[src/rtl/async_pkg.sv]
// Shared dual-rail link types, encoding helpers and the token-source FSM states.
package async_pkg;

    localparam int RAIL_NUM = 2;

    typedef enum logic {
        ENC_TP = 1'b0,
        ENC_FP = 1'b1
    } enc_e;

    typedef logic [RAIL_NUM-1:0] dr_t;

    typedef enum logic [2:0] {
        ST_IDLE     = 3'd0,
        ST_ISSUE    = 3'd1,
        ST_WAIT_ACK = 3'd2,
        ST_RTZ      = 3'd3,
        ST_WAIT_RTZ = 3'd4,
        ST_PAUSE    = 3'd5,
        ST_DONE     = 3'd6
    } state_e;

    // Rail 1 carries logic 1, rail 0 carries logic 0.
    function automatic dr_t dr_encode(input logic b);
        return b ? 2'b10 : 2'b01;
    endfunction

    function automatic dr_t dr_toggle(input dr_t d, input logic b);
        return d ^ dr_encode(b);
    endfunction

endpackage

[src/rtl/recur_tp_src_ack_sync.sv]
// Generic multi-flop synchroniser for a single asynchronous control bit.
module ack_sync #(
    parameter int STAGES = 2
) (
    input  logic clk,
    input  logic rst,
    input  logic i_d,
    output logic o_q
);

    logic [STAGES-1:0] r_chain;

    // Synchroniser shift chain, cleared by reset
    always_ff @(posedge clk or posedge rst) begin
        if (rst) begin
            r_chain <= '0;
        end else begin
            r_chain <= {r_chain[STAGES-2:0], i_d};
        end
    end

    assign o_q = r_chain[STAGES-1];

endmodule

[src/rtl/recur_tp_src.sv]
// Clocked K-th order additive recurrence source driving a dual-rail
// asynchronous link in two-phase or four-phase signalling.
module recur_tp_src
    import async_pkg::*;
#(
    parameter int                     WIDTH       = 32,
    parameter int                     ORDER       = 2,
    parameter logic [ORDER*WIDTH-1:0] SEED        = (ORDER*WIDTH)'(1) << (WIDTH*(ORDER-1)),
    parameter string                  ENC         = "TP",
    parameter int                     N_TERMS     = 0,
    parameter int                     SYNC_STAGES = 2
) (
    input  logic                           clk,
    input  logic                           rst,
    input  logic                           start,
    input  logic                           ack_i,
    output logic [WIDTH-1:0][RAIL_NUM-1:0] out,
    output logic [RAIL_NUM-1:0]            c_out,
    output logic                           busy,
    output logic                           done
);

    localparam enc_e        ENC_SEL = (ENC == "FP") ? ENC_FP : ENC_TP;
    localparam bit          IS_FP   = (ENC_SEL == ENC_FP);
    localparam int          SW      = WIDTH + 2;
    localparam logic [31:0] N_LIM   = 32'(N_TERMS);

    state_e           r_state;
    state_e           w_state_nxt;
    logic [WIDTH-1:0] r_hist [ORDER];
    logic [ORDER-1:0] r_hcar;
    logic [31:0]      r_cnt;
    logic             r_phase;
    logic             w_ack_s;
    logic             w_ack_hit;
    logic [SW-1:0]    w_sum;
    logic [31:0]      w_cnt_chk;
    logic             w_take;
    logic             w_check;
    logic             w_go_done;
    logic             w_go_pause;
    logic             w_restart;

    ack_sync #(
        .STAGES(SYNC_STAGES)
    ) u_ack_sync (
        .clk(clk),
        .rst(rst),
        .i_d(ack_i),
        .o_q(w_ack_s)
    );

    // Two-phase acks are edges relative to the expected phase; four-phase acks are levels.
    assign w_ack_hit = IS_FP ? w_ack_s : (w_ack_s ^ r_phase);

    // Next recurrence term over the whole history window, with two guard bits
    always_comb begin
        w_sum = '0;
        for (int i = 0; i < ORDER; i++) begin
            w_sum = w_sum + SW'(r_hist[i]);
        end
    end

    // FSM state register
    always_ff @(posedge clk or posedge rst) begin
        if (rst) begin
            r_state <= ST_IDLE;
        end else begin
            r_state <= w_state_nxt;
        end
    end

    // Next-state decode and handshake strobes
    always_comb begin
        w_state_nxt = r_state;
        w_take      = 1'b0;
        w_check     = 1'b0;
        w_cnt_chk   = r_cnt;
        w_go_done   = 1'b0;
        w_go_pause  = 1'b0;
        w_restart   = 1'b0;
        case (r_state)
            ST_IDLE: begin
                if (start) w_state_nxt = ST_ISSUE;
                else       w_state_nxt = ST_IDLE;
            end
            ST_ISSUE: begin
                w_state_nxt = ST_WAIT_ACK;
            end
            ST_WAIT_ACK: begin
                if (w_ack_hit) begin
                    w_take = 1'b1;
                    if (IS_FP) begin
                        w_state_nxt = ST_RTZ;
                    end else begin
                        // The count increments on this same edge, so test its next value.
                        w_check   = 1'b1;
                        w_cnt_chk = r_cnt + 32'd1;
                    end
                end else begin
                    w_state_nxt = ST_WAIT_ACK;
                end
            end
            ST_RTZ: begin
                w_state_nxt = ST_WAIT_RTZ;
            end
            ST_WAIT_RTZ: begin
                if (!w_ack_s) w_check     = 1'b1;
                else          w_state_nxt = ST_WAIT_RTZ;
            end
            ST_PAUSE: begin
                if (start) w_state_nxt = ST_ISSUE;
                else       w_state_nxt = ST_PAUSE;
            end
            ST_DONE: begin
                if (!start) begin
                    w_state_nxt = ST_IDLE;
                    w_restart   = 1'b1;
                end else begin
                    w_state_nxt = ST_DONE;
                end
            end
            default: begin
                w_state_nxt = ST_IDLE;
            end
        endcase
        if (w_check) begin
            if ((N_TERMS != 0) && (w_cnt_chk == N_LIM)) begin
                w_state_nxt = ST_DONE;
                w_go_done   = 1'b1;
            end else if (!start) begin
                w_state_nxt = ST_PAUSE;
                w_go_pause  = 1'b1;
            end else begin
                w_state_nxt = ST_ISSUE;
            end
        end else begin
            w_go_done  = 1'b0;
            w_go_pause = 1'b0;
        end
    end

    // Token rails, status flags, history window, phase and term count
    always_ff @(posedge clk or posedge rst) begin
        if (rst) begin
            out     <= '0;
            c_out   <= '0;
            busy    <= 1'b0;
            done    <= 1'b0;
            r_phase <= 1'b0;
            r_cnt   <= '0;
            r_hcar  <= '0;
            for (int i = 0; i < ORDER; i++) begin
                r_hist[i] <= SEED[i*WIDTH +: WIDTH];
            end
        end else begin
            if (r_state == ST_ISSUE) begin
                busy <= 1'b1;
                for (int b = 0; b < WIDTH; b++) begin
                    out[b] <= IS_FP ? dr_encode(r_hist[0][b]) : dr_toggle(out[b], r_hist[0][b]);
                end
                c_out <= IS_FP ? dr_encode(r_hcar[0]) : dr_toggle(c_out, r_hcar[0]);
            end else if (r_state == ST_RTZ) begin
                out   <= '0;
                c_out <= '0;
            end
            if (w_take) begin
                r_cnt   <= r_cnt + 32'd1;
                r_phase <= IS_FP ? r_phase : ~r_phase;
                for (int i = 0; i < ORDER-1; i++) begin
                    r_hist[i] <= r_hist[i+1];
                end
                r_hist[ORDER-1] <= w_sum[WIDTH-1:0];
                r_hcar          <= {(|w_sum[SW-1:WIDTH]), r_hcar[ORDER-1:1]};
            end
            if (w_go_done) begin
                done <= 1'b1;
                busy <= 1'b0;
            end else if (w_go_pause) begin
                busy <= 1'b0;
            end
            if (w_restart) begin
                done   <= 1'b0;
                r_cnt  <= '0;
                r_hcar <= '0;
                for (int i = 0; i < ORDER; i++) begin
                    r_hist[i] <= SEED[i*WIDTH +: WIDTH];
                end
            end
        end
    end

endmodule

[config.mk]
export PLATFORM = sky130hd
export DESIGN_NAME = recur_tp_src
export DESIGN_NICKNAME = d
export VERILOG_FILES = /design/src/rtl/async_pkg.sv /design/src/rtl/recur_tp_src_ack_sync.sv /design/src/rtl/recur_tp_src.sv
export SDC_FILE = /design/constraint.sdc
export NUM_CORES = 1
export LEC_CHECK = 0
export ABC_AREA = 1
export BUFFER_PORTS_ARGS = -buffer_cell sky130_fd_sc_hd__buf_2
export CAP_MARGIN = 20
export CORE_AREA = 2 2 136 138
export CTS_BUF_LIST = sky130_fd_sc_hd__clkbuf_4 sky130_fd_sc_hd__clkbuf_8
export DETAILED_ROUTE_END_ITERATION = 12
export DIE_AREA = 0 0 138 140
export GPL_ROUTABILITY_DRIVEN = 0
export GPL_TIMING_DRIVEN = 0
export PLACE_DENSITY_LB_ADDON = 0.05
export SLEW_MARGIN = 20
export SYNTH_ARGS = -nofsm -noshare
export SYNTH_HDL_FRONTEND = slang
export SYNTH_SLANG_ARGS = --single-unit
[constraint.sdc]
create_clock -name clk -period 6.35 [get_ports clk]
set_input_delay 0.9525 -clock clk [delete_from_list [all_inputs] [get_ports clk]]
set_output_delay 0.9525 -clock clk [all_outputs]
set_load 0.05 [all_outputs]
==> results of run 1 <==
[stage by stage]
step / instances / utilization, % / worst slack, ns / hold WS (ns)
5_1_grt: 1410 / 50.6 / 3.76 / 0.360
2_1_floorplan: 1079 / - / 1.67 / 0.331
3_5_place_dp: 1379 / 48.5 / 3.98 / 0.336
4_1_cts: 1410 / 50.6 / 3.99 / 0.356
6_report: 1410 / 50.6 / 4.00 / 0.353
3_3_place_gp: 1378 / 48.3 / -0.215 / 0.334
[cell usage after synthesis (2+ instances only)]
library cell	number	area share (%)
nand2_1	341	16
inv_1	175	8.3
dfrtp_1	138	43
o21ai_0	76	4.8
a21oi_1	63	4.0
nand3_1	47	3.0
nor2_1	46	2.2
a31oi_1	33	2.6
ha_1	32	5.0
o21ai_1	28	1.8
o22ai_1	25	2.0
buf_2	13	0.82
nor3_1	10	0.63
buf_6	6	0.85
clkbuf_1	6	0.28
nand4_1	6	0.47
buf_4	5	0.47
and2_1	3	0.24
o21bai_1	3	0.28
o22ai_2	3	0.47
xnor2_1	3	0.33
inv_2	2	0.095
nand3b_1	2	0.19
[how the worst min path moves through the flow]
stage / startpoint / end / slack [ns] / cells after the start
2_1_floorplan: u_ack_sync.r_chain[0] / u_ack_sync.r_chain[1] / 0.33 / 0
3_3_place_gp: u_ack_sync.r_chain[0] / u_ack_sync.r_chain[1] / 0.33 / 0
3_5_place_dp: u_ack_sync.r_chain[0] / u_ack_sync.r_chain[1] / 0.34 / 0
4_1_cts: u_ack_sync.r_chain[0] / u_ack_sync.r_chain[1] / 0.36 / 0
5_1_grt: u_ack_sync.r_chain[0] / u_ack_sync.r_chain[1] / 0.36 / 0
6_report: u_ack_sync.r_chain[0] / u_ack_sync.r_chain[1] / 0.35 / 0
[registers in the layout (all words and copies together) (netlist names)]
signal              flops
busy                    1
r_state                 3
r_phase                 1
c_out                   2
u_ack_sync.r_chain      2
r_hcar                  2
r_hist                 64
out                    64
[cell families after synthesis]
family	synth area share, %
flops	43.8
xor+xnor	0.441
simple gates	23.4
fa+ha+maj	5.29
compound gates	16.0
buf+inv	11.0
other cells	0.0472
[layout make-up]
class                           instances  area [µm²]
Sequential cell                       139        3480
Clock inverter                         14         148
Clock buffer                           17         234
Fill cell                            1810        8780
Tap cell                              229         287
Buffer                                 30         193
Timing Repair Buffer                   71         378
Multi-Input combinational cell        731        3590
Inverter                              179         687
[worst max-delay path: stages (launching register included)]
cell and delay, ns:
dfrtp_1 0.43, ha_1 0.26, fa_1 0.47, nand3_1 0.12, nand3_1 0.18, nand2_1 0.11
nand2_1 0.09, nand2_1 0.08, nand2_1 0.11, nand2_1 0.17, nand3_1 0.08, nand3_1 0.10
nand2_1 0.05
[report_power, final]
| part | internal, mW | total (mW) | leakage, nW | switching, mW |
|---|---|---|---|---|
| logic | 0.859 | 3.06 | 2.90 | 2.20 |
| registers | 1.28 | 1.63 | 1.76 | 0.350 |
| clock network | 0.294 | 0.716 | 0.196 | 0.422 |
| total | 2.44 | 5.41 | 4.85 | 2.97 |
[layer usage]
layer / GRT usage (%) / vias to the layer above / wire (µm)
li1: - / 3670 / -
met3: 3.66 / 20 / 1000
met1: 38.3 / 3369 / 12400
met5: 0 / - / 0
met2: 34.8 / 169 / 9270
met4: 5.91 / 0 / 274
==> run_summary.xml, run 1 <==
<?xml version="1.0" encoding="UTF-8"?>
<metrics>
  <group name="run">
    <metric name="drv.max_cap_violation_count" unit="">0</metric>
  </group>
  <group name="worst_setup_path">
    <metric name="r2r_setup_slack" unit="ns">4.00</metric>
    <metric name="critical_path_peak_fanout" unit="">5</metric>
    <metric name="classification_of_the_worst_setup_path" unit="">flop to flop</metric>
    <metric name="crit_required" unit="ns">6.70</metric>
    <metric name="cp_data_arrival_time" unit="ns">2.70</metric>
    <metric name="critical_path.startpoint" unit="">r_hist[32]</metric>
    <metric name="start_kind" unit="">flop</metric>
    <metric name="endpoint" unit="">r_hist[24]</metric>
    <metric name="crit-reg2reg-launch" unit="">r_hist[32]</metric>
    <metric name="regToRegEndpoint" unit="">r_hist[24]</metric>
    <metric name="worst-r2r-cell-count" unit="">12</metric>
    <metric name="worst_setup_path_end_kind" unit="">flop</metric>
  </group>
  <group name="route">
    <metric name="detailedRoute.firstIterationViolations" unit="">646</metric>
    <metric name="wl_per_cell" unit="µm">16.2</metric>
    <metric name="vias_per_cell" unit="">5.13</metric>
    <metric name="drt_pass1_iterations" unit="">5</metric>
    <metric name="drt.antenna.violating_nets" unit="">0</metric>
    <metric name="detail_route.drc_violations" unit="">0</metric>
    <metric name="routed_wl" unit="µm">22900</metric>
    <metric name="vias" unit="">7228</metric>
  </group>
  <group name="cts">
    <metric name="cts-root-to-sink-buffers" unit="">2</metric>
    <metric name="numCtsBuffers" unit="">17</metric>
    <metric name="worst_skew_pair.late_latency" unit="ns">0.46</metric>
    <metric name="clkTransAtPathRegs" unit="ns">0.10</metric>
    <metric name="count_of_buffers_added_by_post_cts_timing_repair_for_setup" unit="">0</metric>
    <metric name="htree_num_levels" unit="">4</metric>
    <metric name="numClockSinks" unit="">139</metric>
    <metric name="hold_fix_buffers_at_cts" unit="">0</metric>
    <metric name="cts_tree" unit="">built</metric>
    <metric name="clk_root_buffer_cell" unit="">clkbuf_8</metric>
    <metric name="ctsResizeCount" unit="">0</metric>
  </group>
  <group name="global_route">
    <metric name="number_of_antenna_violations_at_the_first_check_in_global_routing" unit="">0</metric>
    <metric name="grt_pass1_vias" unit="">6786</metric>
    <metric name="grtUsageTotal" unit="%">24.3</metric>
    <metric name="grt_overflow_total" unit="">0</metric>
    <metric name="grt_max_degree" unit="">83</metric>
    <metric name="wire_length_of_the_first_global_routing_pass" unit="µm">37000</metric>
  </group>
  <group name="synth">
    <metric name="netlist_instances" unit="">1079</metric>
    <metric name="synth_seq_cells" unit="">139</metric>
    <metric name="count_of_cell_types_in_the_netlist" unit="">36</metric>
    <metric name="yosysWarnings" unit="">0</metric>
    <metric name="cell_area_after_synthesis" unit="µm²">7950</metric>
    <metric name="synth.yosys.seq_area_share" unit="%">43.8</metric>
    <metric name="synthArstFlopShare" unit="%">100</metric>
    <metric name="net_count_after_synthesis" unit="">1116</metric>
    <metric name="post_synth.cell_area_avg" unit="µm²">7.36</metric>
    <metric name="synth_edf_count" unit="">0</metric>
    <metric name="synthFlopType" unit="">dfrtp_1</metric>
  </group>
  <group name="sta">
    <metric name="setup_violating_endpoint_count_in_the_final_report" unit="">0</metric>
    <metric name="clock-skew-final" unit="ns">0.0240</metric>
    <metric name="maxClockFrequency" unit="GHz">0.426</metric>
    <metric name="hold_violations" unit="">0</metric>
    <metric name="final_worst_path_period_share" unit="%">37.0</metric>
    <metric name="final_slew_viol_count" unit="">0</metric>
    <metric name="finalSetupTns" unit="ns">0</metric>
    <metric name="layout_min_cycle_time" unit="ns">2.35</metric>
    <metric name="grt_setup_unrepaired" unit="">false</metric>
  </group>
  <group name="final_layout">
    <metric name="synthToLayoutAreaGrowth" unit="%">13.3</metric>
    <metric name="layout_common_cells" unit="">nand2_1, inv_1, dfrtp_1</metric>
    <metric name="design.final.nets" unit="">1206</metric>
    <metric name="final_design_area_no_fill" unit="µm²">9000</metric>
    <metric name="antenna_cells_inserted" unit="">0</metric>
    <metric name="layout_commonest_cell" unit="">nand2_1</metric>
    <metric name="post_route_cells_drive_above_1_share" unit="%">11.9</metric>
  </group>
  <group name="power_and_ir_drop">
    <metric name="power" unit="mW">5.41</metric>
    <metric name="leakage" unit="nW">4.85</metric>
    <metric name="power.density" unit="nW/µm²">601</metric>
    <metric name="ir_worst_vdd" unit="µV">435</metric>
  </group>
  <group name="placed_design">
    <metric name="place_area" unit="µm²">8620</metric>
    <metric name="io_buffers" unit="">70</metric>
    <metric name="hpwl" unit="µm">17900</metric>
  </group>
  <group name="die">
    <metric name="dieArea" unit="µm²">19300</metric>
    <metric name="num_rows" unit="">49</metric>
    <metric name="fp.dieH" unit="µm">140</metric>
    <metric name="initial_core_util" unit="%">44.7</metric>
    <metric name="top_level_ports" unit="">72</metric>
    <metric name="die_wd" unit="µm">138</metric>
    <metric name="floorplan.core_area" unit="µm²">17800</metric>
  </group>
  <group name="worst_hold_path">
    <metric name="holdCritPathClass" unit="">flop to flop</metric>
  </group>
  <group name="run_status">
    <metric name="status" unit="">complete, no violations</metric>
  </group>
</metrics>
No activity file was read; power rests on OpenSTA's default activity.
==> run 2: changes to the inputs <==
Clock period 6.35 ns to 2 ns, I/O delays scaled along.
==> run_summary.xml, run 2 (synthesis results as in run 1) <==
<?xml version="1.0" encoding="UTF-8"?>
<metrics>
  <group name="run_status">
    <metric name="status" unit="">complete, no violations</metric>
  </group>
  <group name="route">
    <metric name="vias" unit="">7356</metric>
    <metric name="drt_pass1_iterations" unit="">5</metric>
    <metric name="detailedRoute.firstIterationViolations" unit="">544</metric>
    <metric name="wl_per_cell" unit="µm">16.7</metric>
    <metric name="drt.antenna.violating_nets" unit="">0</metric>
    <metric name="detail_route.drc_violations" unit="">0</metric>
    <metric name="vias_per_cell" unit="">5.15</metric>
    <metric name="routed_wl" unit="µm">23800</metric>
  </group>
  <group name="final_layout">
    <metric name="layout_common_cells" unit="">nand2_1, inv_1, dfrtp_1</metric>
    <metric name="post_route_cells_drive_above_1_share" unit="%">19.4</metric>
    <metric name="layout.core_utilization" unit="%">54.3</metric>
    <metric name="top_regs" unit="">out: 64 flops, r_hist: 64 flops, r_state: 3 flops</metric>
    <metric name="antenna_cells_inserted" unit="">0</metric>
    <metric name="synthToLayoutAreaGrowth" unit="%">21.4</metric>
    <metric name="num-fill-cells" unit="">1741</metric>
    <metric name="layout_commonest_cell" unit="">nand2_1</metric>
    <metric name="design.final.nets" unit="">1223</metric>
  </group>
  <group name="worst_setup_path">
    <metric name="crit_required" unit="ns">2.36</metric>
    <metric name="regToRegEndpoint" unit="">r_hist[26]</metric>
    <metric name="r2r_setup_slack" unit="ns">0.07</metric>
    <metric name="worst-r2r-cell-count" unit="">10</metric>
    <metric name="worst_setup_path_end_kind" unit="">flop</metric>
    <metric name="critical_path.startpoint" unit="">r_hist[38]</metric>
    <metric name="cp_data_arrival_time" unit="ns">2.29</metric>
    <metric name="classification_of_the_worst_setup_path" unit="">flop to flop</metric>
    <metric name="critical_path_peak_fanout" unit="">5</metric>
    <metric name="start_kind" unit="">flop</metric>
    <metric name="crit-reg2reg-launch" unit="">r_hist[38]</metric>
    <metric name="endpoint" unit="">r_hist[26]</metric>
  </group>
  <group name="die">
    <metric name="floorplan.core_area" unit="µm²">17800</metric>
    <metric name="fp.dieH" unit="µm">140</metric>
    <metric name="dieArea" unit="µm²">19300</metric>
    <metric name="num_rows" unit="">49</metric>
    <metric name="die_wd" unit="µm">138</metric>
    <metric name="top_level_ports" unit="">72</metric>
    <metric name="initial_core_util" unit="%">44.7</metric>
  </group>
  <group name="power_and_ir_drop">
    <metric name="leakage" unit="nW">4.96</metric>
    <metric name="power.density" unit="nW/µm²">1900</metric>
    <metric name="ir_worst_vdd" unit="µV">1180</metric>
    <metric name="power" unit="mW">18.3</metric>
  </group>
  <group name="global_route">
    <metric name="grt_overflow_total" unit="">0</metric>
    <metric name="grtUsageTotal" unit="%">25.2</metric>
    <metric name="grt_pass1_vias" unit="">7153</metric>
    <metric name="gr-usage-met3" unit="%">4.38</metric>
    <metric name="grt_max_degree" unit="">32</metric>
    <metric name="global_route.usage.met2" unit="%">35.8</metric>
    <metric name="grt-busiest-layer" unit="">met1</metric>
    <metric name="number_of_antenna_violations_at_the_first_check_in_global_routing" unit="">0</metric>
    <metric name="wire_length_of_the_first_global_routing_pass" unit="µm">38400</metric>
    <metric name="grt_use_met1" unit="%">39.6</metric>
  </group>
  <group name="cts">
    <metric name="clk_root_buffer_cell" unit="">clkbuf_8</metric>
    <metric name="clkTransAtPathRegs" unit="ns">0.10</metric>
    <metric name="numClockSinks" unit="">139</metric>
    <metric name="numCtsBuffers" unit="">17</metric>
    <metric name="cts-root-to-sink-buffers" unit="">2</metric>
    <metric name="worst_skew_pair.late_latency" unit="ns">0.47</metric>
    <metric name="cts_tree" unit="">built</metric>
    <metric name="htree_num_levels" unit="">4</metric>
  </group>
  <group name="sta">
    <metric name="hold_violations" unit="">0</metric>
    <metric name="maxClockFrequency" unit="GHz">0.519</metric>
    <metric name="max-slew-margin-rel" unit="%">57.0</metric>
    <metric name="final_worst_path_period_share" unit="%">96.3</metric>
    <metric name="clock-skew-final" unit="ns">0.0160</metric>
    <metric name="post-route-worst-setup-slack" unit="ns">0.0736</metric>
    <metric name="final_slew_viol_count" unit="">0</metric>
    <metric name="worst_slew_pin_slew" unit="ns">0.644</metric>
    <metric name="finalSetupTns" unit="ns">0</metric>
    <metric name="layout_min_cycle_time" unit="ns">1.93</metric>
    <metric name="setup_violating_endpoint_count_in_the_final_report" unit="">0</metric>
  </group>
  <group name="placed_design">
    <metric name="io_buffers" unit="">70</metric>
    <metric name="pre_cts_slack" unit="ns">-0.363</metric>
    <metric name="hpwl" unit="µm">18000</metric>
  </group>
  <group name="worst_hold_path">
    <metric name="holdCritPathClass" unit="">input port to flop</metric>
  </group>
  <group name="run">
    <metric name="drv.max_cap_violation_count" unit="">0</metric>
  </group>
</metrics>
## run 2: changes by cell type in the layout (fill, tap and decap cells not counted), sizes merged
| cell | delta |
|---|---|
| clkinvlp | +1 |
| dlygate4sd3 | +2 |
| clkinv | -1 |
| buf | +15 |
## run 2: area by class of cell
cell class / count / area [µm²] / share of cell area (%)
buffer: 30 / 193 / 2.00
inverter: 179 / 683 / 7.08
clock buffer: 17 / 234 / 2.42
sequential: 139 / 3500 / 36.3
timing repair buffer: 88 / 541 / 5.60
tap: 229 / 287 / 2.97
multi-input combinational: 731 / 4070 / 42.2
clock inverter: 14 / 145 / 1.50
## run 2: how the worst min path moves through the flow
stage | slack, ns | depth (start not counted) | end | startpoint
global placement | 0.34 | 0 | u_ack_sync.r_chain[1] | u_ack_sync.r_chain[0]
detailed placement | 0.34 | 0 | u_ack_sync.r_chain[1] | u_ack_sync.r_chain[0]
global route | 0.16 | 3 | r_state[0] | start
floorplan | 0.33 | 0 | u_ack_sync.r_chain[1] | u_ack_sync.r_chain[0]
CTS | 0.14 | 3 | r_state[0] | start
finish | 0.17 | 3 | r_state[0] | start
## run 2: critical path: stages (launching register included)
cell,delay [ns]
dfrtp_2,0.47
ha_4,0.31
nand2_1,0.15
nor2_1,0.21
nand3_1,0.15
nand3_2,0.16
nand2_1,0.11
nand3_1,0.08
nand2_1,0.05
nand3_1,0.08
nand2_1,0.05
## run 2: timing repair
item,CTS,global route
pin swaps,1,7
resized for setup,20,77
endpoints found under the setup margin,18,21
hold buffers,2,0
buffers inserted,3,9
hold endpoints to repair,26,0
## run 2: power by group
part | total [mW] | switching (mW) | internal, mW
Sequential | 5.36 | 1.27 | 4.10
Combinational | 10.7 | 7.27 | 3.40
Clock | 2.30 | 1.36 | 0.935
Total | 18.3 | 9.90 | 8.43
## run 2: metal layers
metal / vias to the layer above / share of wire [%]
li1: 3714 / -
met1: 3441 / 52
met2: 177 / 41
met3: 24 / 5.0
met4: 0 / 1.4
met5: - / 0
## run 2: per-stage QoR
step	instances	area, µm²	hold WS, ns
5_1_grt	1427	9650	0.162
2_1_floorplan	1079	7950	0.331
3_3_place_gp	1378	8590	0.336
4_1_cts	1418	9190	0.145
3_5_place_dp	1382	8670	0.337
6_report	1427	9650	0.170
==> run 3: changes to the inputs <==
Settings changed: RECOVER_POWER from default to 25, SETUP_SLACK_MARGIN from default to 0.05.
==> run_summary.xml, run 3 (synthesis results as in run 1) <==
<?xml version="1.0" encoding="UTF-8"?>
<metrics>
  <group name="worst_setup_path">
    <metric name="start_kind" unit="">flop</metric>
    <metric name="classification_of_the_worst_setup_path" unit="">flop to flop</metric>
    <metric name="cp_data_arrival_time" unit="ns">2.25</metric>
    <metric name="crit_required" unit="ns">2.36</metric>
    <metric name="critical_path_peak_fanout" unit="">5</metric>
    <metric name="worst_setup_path_end_kind" unit="">flop</metric>
  </group>
  <group name="final_layout">
    <metric name="layout_commonest_cell" unit="">nand2_1</metric>
    <metric name="antenna_cells_inserted" unit="">0</metric>
    <metric name="layout.core_utilization" unit="%">55.0</metric>
    <metric name="top_regs" unit="">out: 64 flops, r_hist: 64 flops, r_state: 3 flops</metric>
    <metric name="post_route_cells_drive_above_1_share" unit="%">21.5</metric>
    <metric name="fin_cells" unit="">1435</metric>
    <metric name="layout_common_cells" unit="">nand2_1, inv_1, dfrtp_1</metric>
    <metric name="synthToLayoutAreaGrowth" unit="%">23.1</metric>
    <metric name="design.final.nets" unit="">1231</metric>
  </group>
  <group name="run_status">
    <metric name="status" unit="">complete, no violations</metric>
  </group>
  <group name="power_and_ir_drop">
    <metric name="ir_worst_vdd" unit="µV">1170</metric>
    <metric name="power.density" unit="nW/µm²">1900</metric>
    <metric name="power" unit="mW">18.6</metric>
    <metric name="leakage" unit="nW">5.01</metric>
  </group>
  <group name="route">
    <metric name="detailedRoute.firstIterationViolations" unit="">528</metric>
    <metric name="vias_per_cell" unit="">5.14</metric>
    <metric name="drt.antenna.violating_nets" unit="">0</metric>
    <metric name="drt_pass1_iterations" unit="">5</metric>
    <metric name="detail_route.drc_violations" unit="">0</metric>
    <metric name="routed_wl" unit="µm">23700</metric>
    <metric name="vias" unit="">7376</metric>
    <metric name="wl_per_cell" unit="µm">16.5</metric>
  </group>
  <group name="sta">
    <metric name="post-route-worst-setup-slack" unit="ns">0.112</metric>
    <metric name="setup_violating_endpoint_count_in_the_final_report" unit="">0</metric>
    <metric name="grt_setup_unrepaired" unit="">true</metric>
    <metric name="final_worst_path_period_share" unit="%">94.4</metric>
    <metric name="max-slew-margin-rel" unit="%">12.4</metric>
    <metric name="hold_violations" unit="">0</metric>
    <metric name="clock-skew-final" unit="ns">0.0141</metric>
    <metric name="hold_slack" unit="ns">0.162</metric>
    <metric name="layout_min_cycle_time" unit="ns">1.89</metric>
    <metric name="worst_slew_pin_slew" unit="ns">1.31</metric>
    <metric name="final_slew_viol_count" unit="">0</metric>
    <metric name="maxClockFrequency" unit="GHz">0.530</metric>
  </group>
  <group name="global_route">
    <metric name="grt_pass1_vias" unit="">7147</metric>
    <metric name="grt_overflow_total" unit="">0</metric>
    <metric name="number_of_antenna_violations_at_the_first_check_in_global_routing" unit="">0</metric>
    <metric name="wire_length_of_the_first_global_routing_pass" unit="µm">38500</metric>
    <metric name="grtUsageTotal" unit="%">25.3</metric>
    <metric name="grt_max_degree" unit="">32</metric>
  </group>
  <group name="die">
    <metric name="top_level_ports" unit="">72</metric>
    <metric name="dieArea" unit="µm²">19300</metric>
    <metric name="floorplan.core_area" unit="µm²">17800</metric>
    <metric name="initial_core_util" unit="%">44.7</metric>
    <metric name="num_rows" unit="">49</metric>
    <metric name="fp.dieH" unit="µm">140</metric>
    <metric name="die_wd" unit="µm">138</metric>
  </group>
  <group name="placed_design">
    <metric name="io_buffers" unit="">70</metric>
    <metric name="hpwl" unit="µm">18000</metric>
    <metric name="pre_cts_slack" unit="ns">-0.363</metric>
    <metric name="place_inst" unit="">1382</metric>
  </group>
  <group name="cts">
    <metric name="clk_root_buffer_cell" unit="">clkbuf_8</metric>
    <metric name="clkTransAtPathRegs" unit="ns">0.09</metric>
    <metric name="numClockSinks" unit="">139</metric>
    <metric name="htree_num_levels" unit="">4</metric>
    <metric name="cts_tree" unit="">built</metric>
    <metric name="cts-root-to-sink-buffers" unit="">2</metric>
    <metric name="numCtsBuffers" unit="">17</metric>
    <metric name="worst_skew_pair.late_latency" unit="ns">0.48</metric>
  </group>
  <group name="run">
    <metric name="drv.max_cap_violation_count" unit="">0</metric>
  </group>
  <group name="worst_hold_path">
    <metric name="holdCritPathClass" unit="">input port to flop</metric>
  </group>
</metrics>
[run 3: through the flow]
step           setup TNS (ns)  cell area, µm²
2_1_floorplan           -4.73            7950
3_3_place_gp          -148.46            8590
3_5_place_dp            -2.26            8670
4_1_cts                     0            9310
5_1_grt              -0.00373            9780
6_report                    0            9780
[run 3: timing repair]
| item | CTS | global route |
|---|---|---|
| endpoints found under the hold margin | 26 | 0 |
| hold buffers | 2 | 0 |
| endpoints found under the setup margin | 19 | 29 |
| pin swaps | 3 | 7 |
| setup buffers | 4 | 16 |
| gates resized for setup | 32 | 84 |
[run 3: worst max-delay path, cell delays in order (launching register included)]
cell     delay, ns
dfrtp_1       0.45
ha_4          0.32
nand2_1       0.09
inv_1         0.09
nand2_2       0.10
nor3_4        0.23
and2_4        0.17
nand2_2       0.06
nand2_1       0.07
nand2_1       0.06
nand3_2       0.09
nand2_1       0.06
[run 3: worst paths after layout]
check / start / endpoint / slack (ns) / cells after the start
setup / recovery: r_hist[22] / r_hist[28] / 0.11 / 11
hold / removal: start / r_state[0] / 0.16 / 3
setup reg to reg: r_hist[22] / r_hist[28] / 0.11 / 11
hold reg to reg: u_ack_sync.r_chain[0] / u_ack_sync.r_chain[1] / 0.36 / 0
max in group asynchronous: rst / r_hist[52] / 0.32 / 5
min in group asynchronous: rst / out[8] / 0.65 / 3
[run 3: final cells by class]
cell class                      instances  area [µm²]
Buffer                                 30         194
Clock buffer                           17         234
Clock inverter                         14         145
Fill cell                            1724        8000
Inverter                              179         681
Multi-Input combinational cell        731        4140
Sequential cell                       139        3500
Tap cell                              229         287
Timing Repair Buffer                   96         592
[run 3: layer usage]
metal	GRT usage [%]	vias up	share of wire, %	wire length, µm
met5	0	-	0	0
met4	5.59	0	1.1	252
met3	4.72	20	4.4	1050
met2	36.1	158	41	9770
met1	39.6	3481	53	12700
li1	-	3717	-	-
[run 3: power breakdown]
group	total, mW	switching, mW	internal, mW
Combinational	10.9	7.37	3.55
Clock	2.28	1.35	0.935
Sequential	5.35	1.25	4.10
